`src/rtl/lcd_bus_decoder.sv`:
```
// rtl/lcd_bus_decoder.sv - 8080-style write-bus responder decoding window commands and RAMWR pixels
//
// Purpose: captures bytes on the rising edge of wr (synchronous to clk), decodes
// CASET/PASET/RAMWR/SWRESET/SLPOUT/DISPON/DISPOFF, and emits one RGB565 pixel
// per completed RAMWR byte pair at auto-incremented window coordinates.
//
// Ports:
//   clk        system clock
//   rst        synchronous active-high reset
//   wr         bus write strobe, byte captured on its low-to-high transition
//   dcx        0 = command byte, 1 = parameter/data byte
//   D          bus data
//   pix_valid  one-cycle pulse per pixel written
//   pix_x      pixel column (held until next pixel)
//   pix_y      pixel row (held until next pixel)
//   pix_color  RGB565 value {high byte, low byte}
//   disp_on    display enabled
//   sleep_out  set by SLPOUT
//   cmd_err    one-cycle pulse on an unrecognised command byte
//   pix_count  (LCD_RX_STATS_EN) saturating pixel count since reset/SWRESET
//   frame_done (LCD_RX_STATS_EN) pulse with the pixel written at (EC, EP)
//
// Optional feature macro: LCD_RX_STATS_EN

module lcd_bus_decoder #(
  parameter int COL_W   = 9,
  parameter int ROW_W   = 9,
  parameter int COL_MAX = 319,
  parameter int ROW_MAX = 239
) (
  input  logic             clk,
  input  logic             rst,
  input  logic             wr,
  input  logic             dcx,
  input  logic [7:0]       D,
  output logic             pix_valid,
  output logic [COL_W-1:0] pix_x,
  output logic [ROW_W-1:0] pix_y,
  output logic [15:0]      pix_color,
  output logic             disp_on,
  output logic             sleep_out,
  output logic             cmd_err
`ifdef LCD_RX_STATS_EN
  ,
  output logic [15:0]      pix_count,
  output logic             frame_done
`endif
);

  localparam logic [COL_W-1:0] EC_RST = COL_W'(COL_MAX);
  localparam logic [ROW_W-1:0] EP_RST = ROW_W'(ROW_MAX);

  typedef enum logic [2:0] {
    S_IDLE,
    S_CASET,
    S_PASET,
    S_RAM_HI,
    S_RAM_LO
  } state_t;

  state_t           state_q, state_d;
  logic             wr_q, wr_d;
  logic [1:0]       idx_q, idx_d;
  logic [23:0]      parm_q, parm_d;
  logic [COL_W-1:0] sc_q, sc_d, ec_q, ec_d, col_q, col_d;
  logic [ROW_W-1:0] sp_q, sp_d, ep_q, ep_d, row_q, row_d;
  logic [7:0]       hi_q, hi_d;
  logic             pix_valid_q, pix_valid_d;
  logic [COL_W-1:0] pix_x_q, pix_x_d;
  logic [ROW_W-1:0] pix_y_q, pix_y_d;
  logic [15:0]      pix_color_q, pix_color_d;
  logic             disp_on_q, disp_on_d;
  logic             sleep_out_q, sleep_out_d;
  logic             cmd_err_q, cmd_err_d;
`ifdef LCD_RX_STATS_EN
  logic [15:0]      pix_count_q, pix_count_d;
  logic             frame_done_q, frame_done_d;
`endif

  logic             wr_rise;
  logic [15:0]      start16, end16;
  logic [COL_W-1:0] c_start, c_end;
  logic [ROW_W-1:0] r_start, r_end;

  always_comb begin
    wr_rise     = wr & ~wr_q;
    wr_d        = wr;
    state_d     = state_q;
    idx_d       = idx_q;
    parm_d      = parm_q;
    sc_d        = sc_q;
    ec_d        = ec_q;
    sp_d        = sp_q;
    ep_d        = ep_q;
    col_d       = col_q;
    row_d       = row_q;
    hi_d        = hi_q;
    pix_valid_d = 1'b0;
    pix_x_d     = pix_x_q;
    pix_y_d     = pix_y_q;
    pix_color_d = pix_color_q;
    disp_on_d   = disp_on_q;
    sleep_out_d = sleep_out_q;
    cmd_err_d   = 1'b0;
`ifdef LCD_RX_STATS_EN
    pix_count_d  = pix_count_q;
    frame_done_d = 1'b0;
`endif

    // Buffered bytes are {start_hi, start_lo, end_hi}; end_lo is the live byte.
    start16 = parm_q[23:8];
    end16   = {parm_q[7:0], D};
    c_start = COL_W'(start16);
    c_end   = COL_W'(end16);
    r_start = ROW_W'(start16);
    r_end   = ROW_W'(end16);

    if (wr_rise) begin
      if (!dcx) begin
        // Any command abandons a partial parameter or pixel sequence.
        state_d = S_IDLE;
        idx_d   = 2'd0;
        parm_d  = '0;
        unique case (D)
          8'h2A: state_d = S_CASET;
          8'h2B: state_d = S_PASET;
          8'h2C: begin
            state_d = S_RAM_HI;
            col_d   = sc_q;
            row_d   = sp_q;
          end
          8'h01: begin
            sc_d        = '0;
            ec_d        = EC_RST;
            sp_d        = '0;
            ep_d        = EP_RST;
            col_d       = '0;
            row_d       = '0;
            disp_on_d   = 1'b0;
            sleep_out_d = 1'b0;
`ifdef LCD_RX_STATS_EN
            pix_count_d = '0;
`endif
          end
          8'h11: sleep_out_d = 1'b1;
          8'h29: disp_on_d   = 1'b1;
          8'h28: disp_on_d   = 1'b0;
          default: cmd_err_d = 1'b1;
        endcase
      end else begin
        unique case (state_q)
          S_CASET, S_PASET: begin
            parm_d = {parm_q[15:0], D};
            idx_d  = idx_q + 2'd1;
            if (idx_q == 2'd3) begin
              state_d = S_IDLE;
              idx_d   = 2'd0;
              if (state_q == S_CASET) begin
                sc_d = c_start;
                ec_d = (c_end < c_start) ? c_start : c_end;
              end else begin
                sp_d = r_start;
                ep_d = (r_end < r_start) ? r_start : r_end;
              end
            end
          end
          S_RAM_HI: begin
            hi_d    = D;
            state_d = S_RAM_LO;
          end
          S_RAM_LO: begin
            state_d     = S_RAM_HI;
            pix_valid_d = 1'b1;
            pix_x_d     = col_q;
            pix_y_d     = row_q;
            pix_color_d = {hi_q, D};
`ifdef LCD_RX_STATS_EN
            if (pix_count_q != 16'hFFFF) pix_count_d = pix_count_q + 16'd1;
            frame_done_d = (col_q == ec_q) && (row_q == ep_q);
`endif
            // Raster advance within the window, wrapping to (SC, SP) after the last row.
            if (col_q == ec_q) begin
              col_d = sc_q;
              row_d = (row_q == ep_q) ? sp_q : row_q + ROW_W'(1);
            end else begin
              col_d = col_q + COL_W'(1);
            end
          end
          default: ;
        endcase
      end
    end
  end

  always_ff @(posedge clk) begin
    if (rst) begin
      state_q     <= S_IDLE;
      wr_q        <= 1'b1;
      idx_q       <= 2'd0;
      parm_q      <= '0;
      sc_q        <= '0;
      ec_q        <= EC_RST;
      sp_q        <= '0;
      ep_q        <= EP_RST;
      col_q       <= '0;
      row_q       <= '0;
      hi_q        <= '0;
      pix_valid_q <= 1'b0;
      pix_x_q     <= '0;
      pix_y_q     <= '0;
      pix_color_q <= '0;
      disp_on_q   <= 1'b0;
      sleep_out_q <= 1'b0;
      cmd_err_q   <= 1'b0;
`ifdef LCD_RX_STATS_EN
      pix_count_q  <= '0;
      frame_done_q <= 1'b0;
`endif
    end else begin
      state_q     <= state_d;
      wr_q        <= wr_d;
      idx_q       <= idx_d;
      parm_q      <= parm_d;
      sc_q        <= sc_d;
      ec_q        <= ec_d;
      sp_q        <= sp_d;
      ep_q        <= ep_d;
      col_q       <= col_d;
      row_q       <= row_d;
      hi_q        <= hi_d;
      pix_valid_q <= pix_valid_d;
      pix_x_q     <= pix_x_d;
      pix_y_q     <= pix_y_d;
      pix_color_q <= pix_color_d;
      disp_on_q   <= disp_on_d;
      sleep_out_q <= sleep_out_d;
      cmd_err_q   <= cmd_err_d;
`ifdef LCD_RX_STATS_EN
      pix_count_q  <= pix_count_d;
      frame_done_q <= frame_done_d;
`endif
    end
  end

  assign pix_valid = pix_valid_q;
  assign pix_x     = pix_x_q;
  assign pix_y     = pix_y_q;
  assign pix_color = pix_color_q;
  assign disp_on   = disp_on_q;
  assign sleep_out = sleep_out_q;
  assign cmd_err   = cmd_err_q;
`ifdef LCD_RX_STATS_EN
  assign pix_count  = pix_count_q;
  assign frame_done = frame_done_q;
`endif

endmodule

```
`config.mk`:
```
export PLATFORM = sky130hd
export DESIGN_NAME = lcd_bus_decoder
export DESIGN_NICKNAME = d
export VERILOG_FILES = /design/src/rtl/lcd_bus_decoder.sv
export SDC_FILE = /design/constraint.sdc
export NUM_CORES = 1
export LEC_CHECK = 0
export CAP_MARGIN = 40
export CORE_MARGIN = 2
export CORE_UTILIZATION = 57
export CTS_CLUSTER_SIZE = 28
export DETAILED_ROUTE_END_ITERATION = 12
export PLACE_DENSITY = 0.79
export RECOVER_POWER = 100
export SKIP_CTS_REPAIR_TIMING = 1
export SLEW_MARGIN = 15
export SYNTH_ARGS = -nofsm -noshare
export SYNTH_HDL_FRONTEND = slang
export SYNTH_SLANG_ARGS = --single-unit
```
`constraint.sdc`:
```
create_clock -name clk -period 2.3 [get_ports clk]
set_input_delay 0.46 -clock clk [delete_from_list [all_inputs] [get_ports clk]]
set_output_delay 0.46 -clock clk [all_outputs]
set_load 0.02 [all_outputs]
```
# == Word-level counts from Yosys, hierarchy flattened ==
# Index checks and enable logic that the tools add are counted.
# word_totals
register_bits,123
in_bits,12
output_inout_bits,38
word_cells,109
# op_classes
n_addsub,3
magnitude_cmp,1
n_eq_ne,22
n_mux,42
bitwise,4
n_reduce_logical,19
# op_table
operator,count
2-to-1 mux 9 bit,27
"== test 8 x 6 -> 1 bit, second input constant",5
one-hot mux 9 bit (2 select lines),2
2-to-1 mux 17 bit,2
"adder 9 x 1 -> 9 bit, second input constant",2
== test 9 bit,2
AND reduction 3 bit,6
"!= test 2 x 1 -> 1 bit, second input constant",5
AND reduction 5 bit,2
< comparator 9 bit,1
one-hot mux 3 bit (3 select lines),1
"== test 8 x 1 -> 1 bit, second input constant",1
"== test 8 x 5 -> 1 bit, second input constant",1
OR reduction 7 bit,1
"== test 3 x 2 -> 1 bit, second input constant",2
2-to-1 mux 2 bit,3
2-to-1 mux 3 bit,2
one-hot mux 2 bit (3 select lines),1
nonzero test 2 bit,3
OR reduction 3 bit,2
"!= test 4 x 1 -> 1 bit, second input constant",1
one-hot mux 1 bit (2 select lines),2
AND reduction 4 bit,1
OR reduction 2 bit,2
other kinds (11),14

# == Logic depth before layout (Yosys ltp) ==
# depth
ltp_word,6
ltp_mapped,10
depth_no_buf,7

# == Worst setup path before layout ==
# No wires, ideal clock.
# synth_path
path_kind,in2reg
from,input port D[7]
to,register row_q[7]
setup_ps,88
arrival_time_ps,1957
required_time_ps,2212
setup_slack_ps,255
path_stages,9
path_buffers,3
cell_sequence,or3_4 > nor4_2 > o211a_1 > buf_6 > and2_4 > buf_8 > buf_12 > nor2_2 > a311oi_2
# synth_via
elab_chain_cells,3
word_cells_on_any_way,6
cone_classes,2 x eq/ne; 2 x mux; 2 x reduce/logical
# synth_rtl
element,line,text
from (decl),35,"input logic [7:0] D,"
== test 8 x 1 -> 1 bit / == test 8 x 6 -> 1 bit (equally long branches),124,unique case (D)
one-hot mux 9 bit (2 select lines) / nonzero test 3 bit (equally long branches),--,
2-to-1 mux 9 bit / AND reduction 4 bit (equally long branches),--,
to (signal assigned),229,row_q <= row_d;
to (decl),66,"logic [ROW_W-1:0] sp_q, sp_d, ep_q, ep_d, row_q, row_d;"
# Parallel ways exist; a longest one is shown, timed or not.
# A chain may end at the register's enable or synchronous reset.

# == Final worst setup path ==
# layout_path
from,input port D[0]
to,register ec_q[8]
# layout_via
elab_chain_cells,6
word_cells_on_any_way,9
cone_classes,1 x order compare; 1 x eq/ne; 5 x mux; 2 x reduce/logical
# layout_rtl
element,line,text
< comparator 9 bit,160,ec_d = (c_end < c_start) ? c_start : c_end;
2-to-1 mux 9 bit,160,
2-to-1 mux 9 bit,158,if (state_q == S_CASET) begin
2-to-1 mux 9 bit,155,if (idx_q == 2'd3) begin
2-to-1 mux 9 bit,151,unique case (state_q)
2-to-1 mux 9 bit,119,if (!dcx) begin
to (signal assigned),202,ec_q <= EC_RST;
to (signal assigned),225,ec_q <= ec_d;
to (decl),65,"logic [COL_W-1:0] sc_q, sc_d, ec_q, ec_d, col_q, col_d;"
# Parallel ways exist; a longest one is shown, timed or not. The select of a mux whose other input is x is not followed.

==> results.json <==
{
  "cts_made_buffers": 17,
  "synthFlopType": "dfxtp_1",
  "port_buffers": 49,
  "pwr-share-comb_pct": 4.8,
  "core_area_um2": 9240,
  "die_w_um": 102,
  "max_clock_freq_mhz": 437,
  "dr.pass1.iters": 7,
  "seqCellArea_um2": 2460,
  "cts_root_buf": "clkbuf_8",
  "worstPathArrival_ps": 2690,
  "dp_hpwl_um": 10400,
  "powerDensity_nw_per_um2": 753,
  "path_max_fanout": 5,
  "period_needed_ps": 2290,
  "grt_max_degree": 44,
  "start_util_pct": 58.9,
  "skew_ps": 9.72,
  "path_class": "in -> reg",
  "die-area_um2": 10300,
  "synthArstFlopShare_pct": 0,
  "final_nets": 773,
  "nFillCells": 654,
  "synth_top_area_share_pct": 45.3,
  "route.detailed.drc": 0,
  "htree_levels": 4,
  "vdd_drop_max_mv": 0.656,
  "wl_um": 15500,
  "p_int_mw": 4.21,
  "worst_pin_slew_ps": 780,
  "setup_ws_ps": 11.1,
  "row_count": 35,
  "finalMaxSlewViolations": 0,
  "switching_share_pct": 20.7,
  "utilization_pct": 76.3,
  "ant_nets": 0,
  "yosysTopAreaCell": "dfxtp_1",
  "place.gp.congestion": 0.962,
  "fin_crit_sh_pct": 99.5,
  "syn_avg_cell_area_um2": 8.30,
  "clockBufferDepth": 2,
  "antenna_found_initial": 0,
  "outcome": "complete, no violations",
  "worstSetupStartpointType": "input pin",
  "netlist_instances": 655,
  "multi_input_comb_area_um2": 2690,
  "grt_pass1_wl_um": 24400,
  "worstSkewPairLatency_ps": 530,
  "grt_remaining_overflow": 0,
  "io_pins": 50,
  "synth_warnings": 0,
  "ys_top_cells_by_area": "dfxtp_1, nand2_1, nor2_1",
  "ys_seq_area_share_pct": 45.3,
  "worst-endpoint-required_ps": 2700,
  "die_h_um": 102,
  "layout_common_cells": "dfxtp_1, nand2_1, nor2_1, a21oi_1, buf_4",
  "relSlewSlack_pct": 48.0,
  "hold_path.class": "in -> reg",
  "synth-seq-cells": 123,
  "clkTransAtPathRegs_ps": 60,
  "antenna_cells": 0,
  "viasPerCell": 5.79,
  "tritoncts": "built",
  "synthesis.area_um2": 5440,
  "pre_cts_ws_ps": -484,
  "power_mw": 5.31,
  "final_hold_viol_count": 0,
  "setup_viol_count_final": 0,
  "grt_pass1_vias": 4933,
  "rsz0062_at_grt": "true",
  "synth_edf_count": 0,
  "wl_per_cell_um": 17.4,
  "synth.distinct_cells": 51,
  "cts_sinks": 123,
  "vias": 5162,
  "worstSetupEndpointType": "flop",
  "drive_gt1_share_pct": 15.9,
  "drt_iter0_drc": 328,
  "seqPwrFrac_pct": 40.5,
  "cellLeakagePower_nw": 2.70,
  "syn-num-nets": 678,
  "gr-usage-all-layers_pct": 30.7,
  "switching_power_mw": 1.10,
  "syn2layout_area_growth_pct": 29.6,
  "layout_commonest_cell": "dfxtp_1",
  "p_clk_share_pct": 54.6,
  "cap_violations": 0
}
-- cell type report --
type / count / share of cell area (%)
Clock buffer: 26 / 7.35
Clock inverter: 5 / 1.81
Multi-Input combinational cell: 464 / 38.2
Tap cell: 129 / 2.29
Sequential cell: 123 / 34.9
Timing Repair Buffer: 121 / 14.2
Inverter: 23 / 1.22
-- state kept, by name, summed over array words and instances, names as in the netlist, 9 cells and up --
name and cells:
ep_q 9, parm_q 17, pix_color 16, sc_q 9, pix_y 9, sp_q 9, pix_x 9, ec_q 9
col_q 9, row_q 9
-- worst paths after layout --
| check | start | endpoint | slack (ps) | cells past startpoint |
|---|---|---|---|---|
| hold / removal | rst | parm_q[15] | 370 | 2 |
| setup / recovery | D[0] | ec_q[8] | 10 | 8 |
| setup reg to reg | parm_q[11] | ec_q[8] | 40 | 8 |
| hold reg to reg | pix_x[6] | pix_x[6] | 450 | 2 |
-- logic make-up after synthesis --
| kind of cell | Yosys count | share of synthesized area [%] |
|---|---|---|
| compound gates | 136 | 16.4 |
| xor+xnor | 33 | 5.31 |
| fa+ha+maj | 11 | 2.53 |
| buf+inv | 68 | 5.68 |
| flops | 123 | 45.3 |
| mux | 19 | 3.50 |
| simple gates | 265 | 21.3 |
-- critical path, stage by stage --
cell	delay (ps)
dlygate4sd3_1	660
nand2b_1	200
a21oi_1	160
o21ai_0	130
a221oi_2	410
buf_4	260
mux2i_1	300
a21oi_1	100
-- routing by layer --
layer	up-vias	part of all wire [%]	global-route usage [%]
li1	2428	-	-
met4	0	3.6	14.6
met1	2461	40	36.1
met5	-	0	0
met3	56	6.6	7.80
met2	217	49	52.4
-- Yosys cell counts (3+ instances only) --
master    number
xnor2_1       15
ha_1          11
mux2i_1       19
o22ai_1        4
nor4_1         4
nand3_1       21
a21o_1         3
clkbuf_1      31
nor2_1        90
a311oi_1       8
dfxtp_1      123
buf_2          9
nand2b_1       5
o221a_2        8
a22oi_1       27
a21oi_1       66
xor2_1        18
nor3_1        13
or3_1          6
inv_1         22
and3_1         4
nand2_1      104
o21ai_0        6
-- power groups by stage --
stage                     combinational [mW]  sequential, mW  clock [mW]
final                                  0.256            2.15        2.90
after global routing                   0.272            2.15        3.00
after global placement                 0.235            2.19           0
after floorplan                        0.132            2.19           0
after CTS                              0.245            2.15        2.91
after detailed placement               0.240            2.20           0
-- stage by stage --
stage / TNS, ps / hold WS [ps] / cells / area [um^2]
finish: 0 / 368 / 891 / 7050
floorplan: 0 / 431 / 655 / 5440
global placement: -13290 / 442 / 859 / 6420
global route: -927 / 379 / 891 / 7050
CTS: 0 / 354 / 890 / 7060
detailed placement: -14140 / 446 / 859 / 6420
(Power assumes the default switching activity.)
